--- src/rtl/wb_bus_arbiter.sv ---
// wb_bus_arbiter
//   Two-master / one-slave Wishbone B4 classic arbiter. Master 0 is the
//   instruction-fetch bus unit, master 1 the load/store bus unit. Grant is
//   round-robin between simultaneous requesters. The owner keeps the bus for
//   as long as its CYC stays high. A watchdog returns ERR to the owner when
//   the slave stalls for TIMEOUT_CYCLES cycles.
//
// Ports
//   CLK_I, RST_I              clock, asynchronous active-low reset
//   Mx_CYC_I/STB_I/WE_I       master x bus controls
//   Mx_SEL_I/ADR_I/DAT_I      master x byte select, address, write data
//   Mx_ACK_O/ERR_O/DAT_O      master x acknowledge, error, read data
//   S_CYC_O/STB_O/WE_O        slave-side controls (muxed from the owner)
//   S_SEL_O/ADR_O/DAT_O       slave-side byte select, address, write data
//   S_ACK_I, S_DAT_I          slave acknowledge and read data
//   GNT_O                     one-hot grant from the state register (01=M0, 10=M1)
module wb_bus_arbiter #(
  parameter int unsigned TIMEOUT_CYCLES = 255,
  parameter int unsigned CNT_W          = 8
) (
  input  logic        CLK_I,
  input  logic        RST_I,
  input  logic        M0_CYC_I,
  input  logic        M0_STB_I,
  input  logic        M0_WE_I,
  input  logic [3:0]  M0_SEL_I,
  input  logic [31:0] M0_ADR_I,
  input  logic [31:0] M0_DAT_I,
  output logic        M0_ACK_O,
  output logic        M0_ERR_O,
  output logic [31:0] M0_DAT_O,
  input  logic        M1_CYC_I,
  input  logic        M1_STB_I,
  input  logic        M1_WE_I,
  input  logic [3:0]  M1_SEL_I,
  input  logic [31:0] M1_ADR_I,
  input  logic [31:0] M1_DAT_I,
  output logic        M1_ACK_O,
  output logic        M1_ERR_O,
  output logic [31:0] M1_DAT_O,
  output logic        S_CYC_O,
  output logic        S_STB_O,
  output logic        S_WE_O,
  output logic [3:0]  S_SEL_O,
  output logic [31:0] S_ADR_O,
  output logic [31:0] S_DAT_O,
  input  logic        S_ACK_I,
  input  logic [31:0] S_DAT_I,
  output logic [1:0]  GNT_O
);

  typedef enum logic [1:0] {
    IDLE = 2'd0,
    OWN0 = 2'd1,
    OWN1 = 2'd2
  } state_t;

  state_t           state_reg, state_next;
  logic             last_owner_reg, last_owner_next;
  logic [CNT_W-1:0] wdog_reg, wdog_next;

  // Master-side signals gathered into arrays so both masters share one mux.
  logic [1:0]  m_cyc, m_stb, m_we;
  logic [3:0]  m_sel [2];
  logic [31:0] m_adr [2];
  logic [31:0] m_dat [2];
  logic [1:0]  m_ack, m_err;

  assign m_cyc    = {M1_CYC_I, M0_CYC_I};
  assign m_stb    = {M1_STB_I, M0_STB_I};
  assign m_we     = {M1_WE_I,  M0_WE_I};
  assign m_sel[0] = M0_SEL_I;
  assign m_sel[1] = M1_SEL_I;
  assign m_adr[0] = M0_ADR_I;
  assign m_adr[1] = M1_ADR_I;
  assign m_dat[0] = M0_DAT_I;
  assign m_dat[1] = M1_DAT_I;

  logic owned;      // some master holds the bus
  logic owner;      // which master, meaningful only when owned
  logic timeout;    // watchdog fires this cycle
  logic grant_sel;  // master picked by IDLE arbitration

  assign owned = (state_reg == OWN0) || (state_reg == OWN1);
  assign owner = (state_reg == OWN1);

  // A slave ACK in the expiry cycle completes the transfer normally, so it
  // suppresses the timeout.
  assign timeout = owned && (wdog_reg == CNT_W'(TIMEOUT_CYCLES)) && !S_ACK_I;

  // A lone requester wins outright; on a tie the master that did not own
  // the bus last time wins.
  assign grant_sel = (&m_cyc) ? ~last_owner_reg : m_cyc[1];

  assign GNT_O = {state_reg == OWN1, state_reg == OWN0};

  always_ff @(posedge CLK_I or negedge RST_I) begin
    if (!RST_I) begin
      state_reg      <= IDLE;
      last_owner_reg <= 1'b1;
      wdog_reg       <= '0;
    end else begin
      state_reg      <= state_next;
      last_owner_reg <= last_owner_next;
      wdog_reg       <= wdog_next;
    end
  end

  always_comb begin
    state_next      = state_reg;
    last_owner_next = last_owner_reg;
    wdog_next       = wdog_reg;
    case (state_reg)
      IDLE: begin
        wdog_next = '0;
        if (|m_cyc) begin
          state_next      = grant_sel ? OWN1 : OWN0;
          last_owner_next = grant_sel;
        end
      end
      OWN0, OWN1: begin
        if (timeout) begin
          // Abandon the hung transfer even if the owner still holds CYC.
          state_next = IDLE;
          wdog_next  = '0;
        end else if (!m_cyc[owner]) begin
          // Release: hand straight over if the other master is waiting.
          wdog_next = '0;
          if (m_cyc[~owner]) begin
            state_next      = owner ? OWN0 : OWN1;
            last_owner_next = ~owner;
          end else begin
            state_next = IDLE;
          end
        end else if (S_ACK_I) begin
          wdog_next = '0;
        end else if (m_stb[owner]) begin
          wdog_next = wdog_reg + 1'b1;
        end
      end
      default: begin
        state_next = IDLE;
        wdog_next  = '0;
      end
    endcase
  end

  // Slave-side mux; bus is driven to zero whenever no master owns it, and
  // CYC/STB are pulled down in the timeout cycle to terminate the cycle.
  always_comb begin
    S_CYC_O = 1'b0;
    S_STB_O = 1'b0;
    S_WE_O  = 1'b0;
    S_SEL_O = '0;
    S_ADR_O = '0;
    S_DAT_O = '0;
    if (owned) begin
      S_CYC_O = m_cyc[owner] && !timeout;
      S_STB_O = m_stb[owner] && !timeout;
      S_WE_O  = m_we[owner];
      S_SEL_O = m_sel[owner];
      S_ADR_O = m_adr[owner];
      S_DAT_O = m_dat[owner];
    end
  end

  // Responses go only to the current owner; ACK and ERR are exclusive
  // because timeout already excludes S_ACK_I.
  generate
    for (genvar gi = 0; gi < 2; gi++) begin : g_resp
      assign m_ack[gi] = owned && (owner == 1'(gi)) && S_ACK_I;
      assign m_err[gi] = (owner == 1'(gi)) && timeout;
    end
  endgenerate

  assign M0_ACK_O = m_ack[0];
  assign M1_ACK_O = m_ack[1];
  assign M0_ERR_O = m_err[0];
  assign M1_ERR_O = m_err[1];
  assign M0_DAT_O = S_DAT_I;
  assign M1_DAT_O = S_DAT_I;

endmodule

--- config.mk ---
export PLATFORM = sky130hd
export DESIGN_NAME = wb_bus_arbiter
export DESIGN_NICKNAME = d
export VERILOG_FILES = /design/src/rtl/wb_bus_arbiter.sv
export SDC_FILE = /design/constraint.sdc
export NUM_CORES = 1
export LEC_CHECK = 0
export ABC_AREA = 1
export CAP_MARGIN = 20
export CORE_AREA = 2 2 124 126
export CTS_CLUSTER_DIAMETER = 60
export CTS_CLUSTER_SIZE = 14
export DETAILED_ROUTE_END_ITERATION = 10
export DIE_AREA = 0 0 126 128
export SYNTH_ARGS = -nofsm -noshare
export SYNTH_HDL_FRONTEND = slang
export SYNTH_SLANG_ARGS = --single-unit
--- constraint.sdc ---
create_clock -name CLK_I -period 5.3 [get_ports CLK_I]
set_clock_uncertainty 0.15 [all_clocks]
set_input_delay 1.59 -clock CLK_I [delete_from_list [all_inputs] [get_ports CLK_I]]
set_output_delay 1.59 -clock CLK_I [all_outputs]
set_load 0.02 [all_outputs]
==> flow_summary.json <==
{
  "required_ns": 3.56,
  "relSlewSlack_pct": 48.4,
  "power.leakage_nw": 1.70,
  "intPower_uw": 988,
  "grt_pass1_wl_mm": 15.6,
  "seq_area_frac_synth_pct": 12.0,
  "power_density_mw_per_mm2": 503,
  "hpwlAfterDp_mm": 8.62,
  "dp_cells": 731,
  "pin_count": 318,
  "first_pass_iters": 6,
  "crit_type": "input port to output pin",
  "syn_nets": 590,
  "switchingPower_mw": 1.16,
  "hold_class": "flip-flop to flip-flop",
  "grt_max_degree": 76,
  "seqPwrFrac_pct": 5.2,
  "avgSynthCellArea_um2": 5.66,
  "core_area_mm2": 0.0149,
  "switching_share_pct": 54.1,
  "tightest_slew_ns": 0.774,
  "cap_violations": 0,
  "clkTransAtPathRegs_ns": 0.04,
  "port_buffers": 221,
  "cp.arrival_ns": 3.20,
  "drive_above_1_share_pct": 4.02,
  "place_congestion": 0.719,
  "grt_pass1_vias": 2682,
  "hold_viol": 0,
  "clock_path_buffers": 2,
  "synth_top_area_share_pct": 27.5,
  "drt.antenna.violating_nets": 0,
  "fin_crit_ns": 4.94,
  "post_cts_resized": 0,
  "comb_power_share_pct": 88.2,
  "drtIter0Drc": 124,
  "ir_worst_vdd_v": 0.000653,
  "num_antenna_cells": 0,
  "clk-insertion-delay-late_ns": 0.24,
  "synth.area.top_cells": "nand2_1 (28%), buf_4 (22%), a21oi_1 (16%)",
  "vias_per_cell": 3.99,
  "largest_reg_flops": 8,
  "ys_seq_elements": 11,
  "globalRouteMet1Util_pct": 15.3,
  "rsz0062_at_grt": "false",
  "yosys.area.top_type": "nand2_1",
  "gr-total-overflow": 0,
  "cts-buffers-inserted": 3,
  "root_buffer": "clkbuf_16",
  "tns_ns": 0,
  "busiest_layer": "met2",
  "ys_warn_count": 0,
  "antenna_found_initial": 0,
  "fin_cells": 735,
  "setup_viol": 0,
  "ys_types": 28,
  "final_util_pct": 28.8,
  "drcViolationCount": 0,
  "dieArea_mm2": 0.0161,
  "nets": 731,
  "hold_buffers": 0,
  "area_growth_pct": 85.7,
  "dieHeight_um": 128,
  "clock_sinks": 11,
  "post-cts-setup-buffer-count": 0,
  "status": "finished, final reports clean",
  "vias": 2934,
  "use_met3_pct": 4.63,
  "min_period_over_period_pct": 93.2,
  "wl_per_cell_um": 15.0,
  "pre_cts_ws_ns": 0.347,
  "max_freq_ghz": 0.202,
  "final_max_slew_viol_count": 0,
  "die_w_um": 126,
  "grt.total_usage_pct": 12.2,
  "worst-path-max-fanout": 5,
  "htreeDepth": 1,
  "finalWorstSetupSlack_ns": 0.361,
  "cp-start-kind": "input port",
  "cts_tree": "built",
  "syn_inst": 407,
  "syn_area_mm2": 0.00230,
  "cp-end-kind": "output pin",
  "initial_core_util_pct": 15.5,
  "pwr-share-clk_pct": 6.6,
  "core.rowCount": 45,
  "drt_wl_total_mm": 11.0,
  "total_power_mw": 2.15,
  "gr-usage-met2_pct": 20.5
}
[area by class of cell]
type	count	area, µm²
Clock buffer	4	78.8
Fill cell	1662	10600
Inverter	12	47.5
Multi-Input combinational cell	295	1370
Sequential cell	11	277
Tap cell	188	235
Timing Repair Buffer	225	2270
[cell usage in the layout (no fill, tap or decap)]
master | synthesis | routed
o21ai_0 | 2 | 2
or2_1 | 1 | 1
nor3_1 | 2 | 2
nand3_2 | 1 | 1
clkbuf_16 | 0 | 3
nand2_2 | 4 | 4
inv_1 | 10 | 10
nand2_1 | 169 | 169
nand3_4 | 2 | 2
nand3_1 | 8 | 8
buf_4 | 67 | 2
inv_2 | 1 | 1
nor2_1 | 15 | 15
ha_1 | 6 | 5
nand3b_1 | 2 | 2
a21oi_4 | 1 | 1
clkbuf_1 | 7 | 1
o21a_1 | 1 | 1
nor2_4 | 2 | 2
nor2_2 | 1 | 1
o21ai_1 | 1 | 1
inv_4 | 1 | 1
dfstp_2 | 1 | 1
a21oi_1 | 74 | 74
dfrtp_1 | 10 | 10
ha_2 | 0 | 1
xor2_1 | 2 | 2
and3_1 | 1 | 1
clkdlybuf4s50_1 | 0 | 221
buf_12 | 0 | 2
[routing by layer]
layer,part of all wire [%],up-vias
met2,47,172
met3,11,2
met5,0,-
li1,-,1503
met1,41,1257
met4,0.17,0
[final timing paths]
check	start	end	slack [ns]	cells after the start
max in group asynchronous	RST_I	last_owner_reg$_DFFE_PN1P_	3.07	1
max reg2reg	state_reg[0]$_DFFE_PN0P_	wdog_reg[7]$_DFFE_PN0P_	2.86	8
min	last_owner_reg$_DFFE_PN1P_	last_owner_reg$_DFFE_PN1P_	0.32	2
min in group asynchronous	RST_I	wdog_reg[1]$_DFFE_PN0P_	1.56	1
max	M1_CYC_I	S_CYC_O	0.36	6
min reg2reg	last_owner_reg$_DFFE_PN1P_	last_owner_reg$_DFFE_PN1P_	0.32	2
[cells by family after synthesis]
kind of cell,count (synthesis),share of synthesized area (%)
simple gates,208,37.6
buf+inv,101,28.6
compound gates,79,17.8
flops,11,12.0
fa+ha+maj,6,3.26
xor+xnor,2,0.761
[power by group through the flow]
stage                     logic [mW]  clock network, mW  registers (mW)
final                           1.90              0.142           0.112
after global routing            2.05              0.147           0.115
after CTS                       1.93              0.144           0.112
after detailed placement        1.92                  0           0.114
after global placement          1.93                  0           0.114
after floorplan                 1.11                  0           0.110
[metrics by stage]
step,area [µm²],hold WS [ns]
finish,4280,0.320
global route,4280,0.353
CTS,4280,0.322
detailed placement,4200,0.316
global placement,4200,0.314
floorplan,2300,0.302
[Yosys cell counts]
cell,instances
buf_2,14
nor2_1,15
clkbuf_1,7
dfstp_2,1
nand3_2,1
nand3b_1,2
a21oi_4,1
nor2_4,2
nand2_2,4
buf_6,1
inv_2,1
and3_1,1
dfrtp_1,10
xor2_1,2
o21a_1,1
a21oi_1,74
or2_1,1
nor3_1,2
nand3_1,8
ha_1,6
nand3_4,2
o21ai_1,1
o21ai_0,2
inv_4,1
nor2_2,1
nand2_1,169
inv_1,10
buf_4,67
[critical path, stage by stage]
cell and delay, ns:
clkdlybuf4s50_1 0.60, nand3_4 0.11, nand2_1 0.13, nand2_2 0.07, inv_1 0.07, clkdlybuf4s50_1 0.63
(Power assumes the default switching activity.)
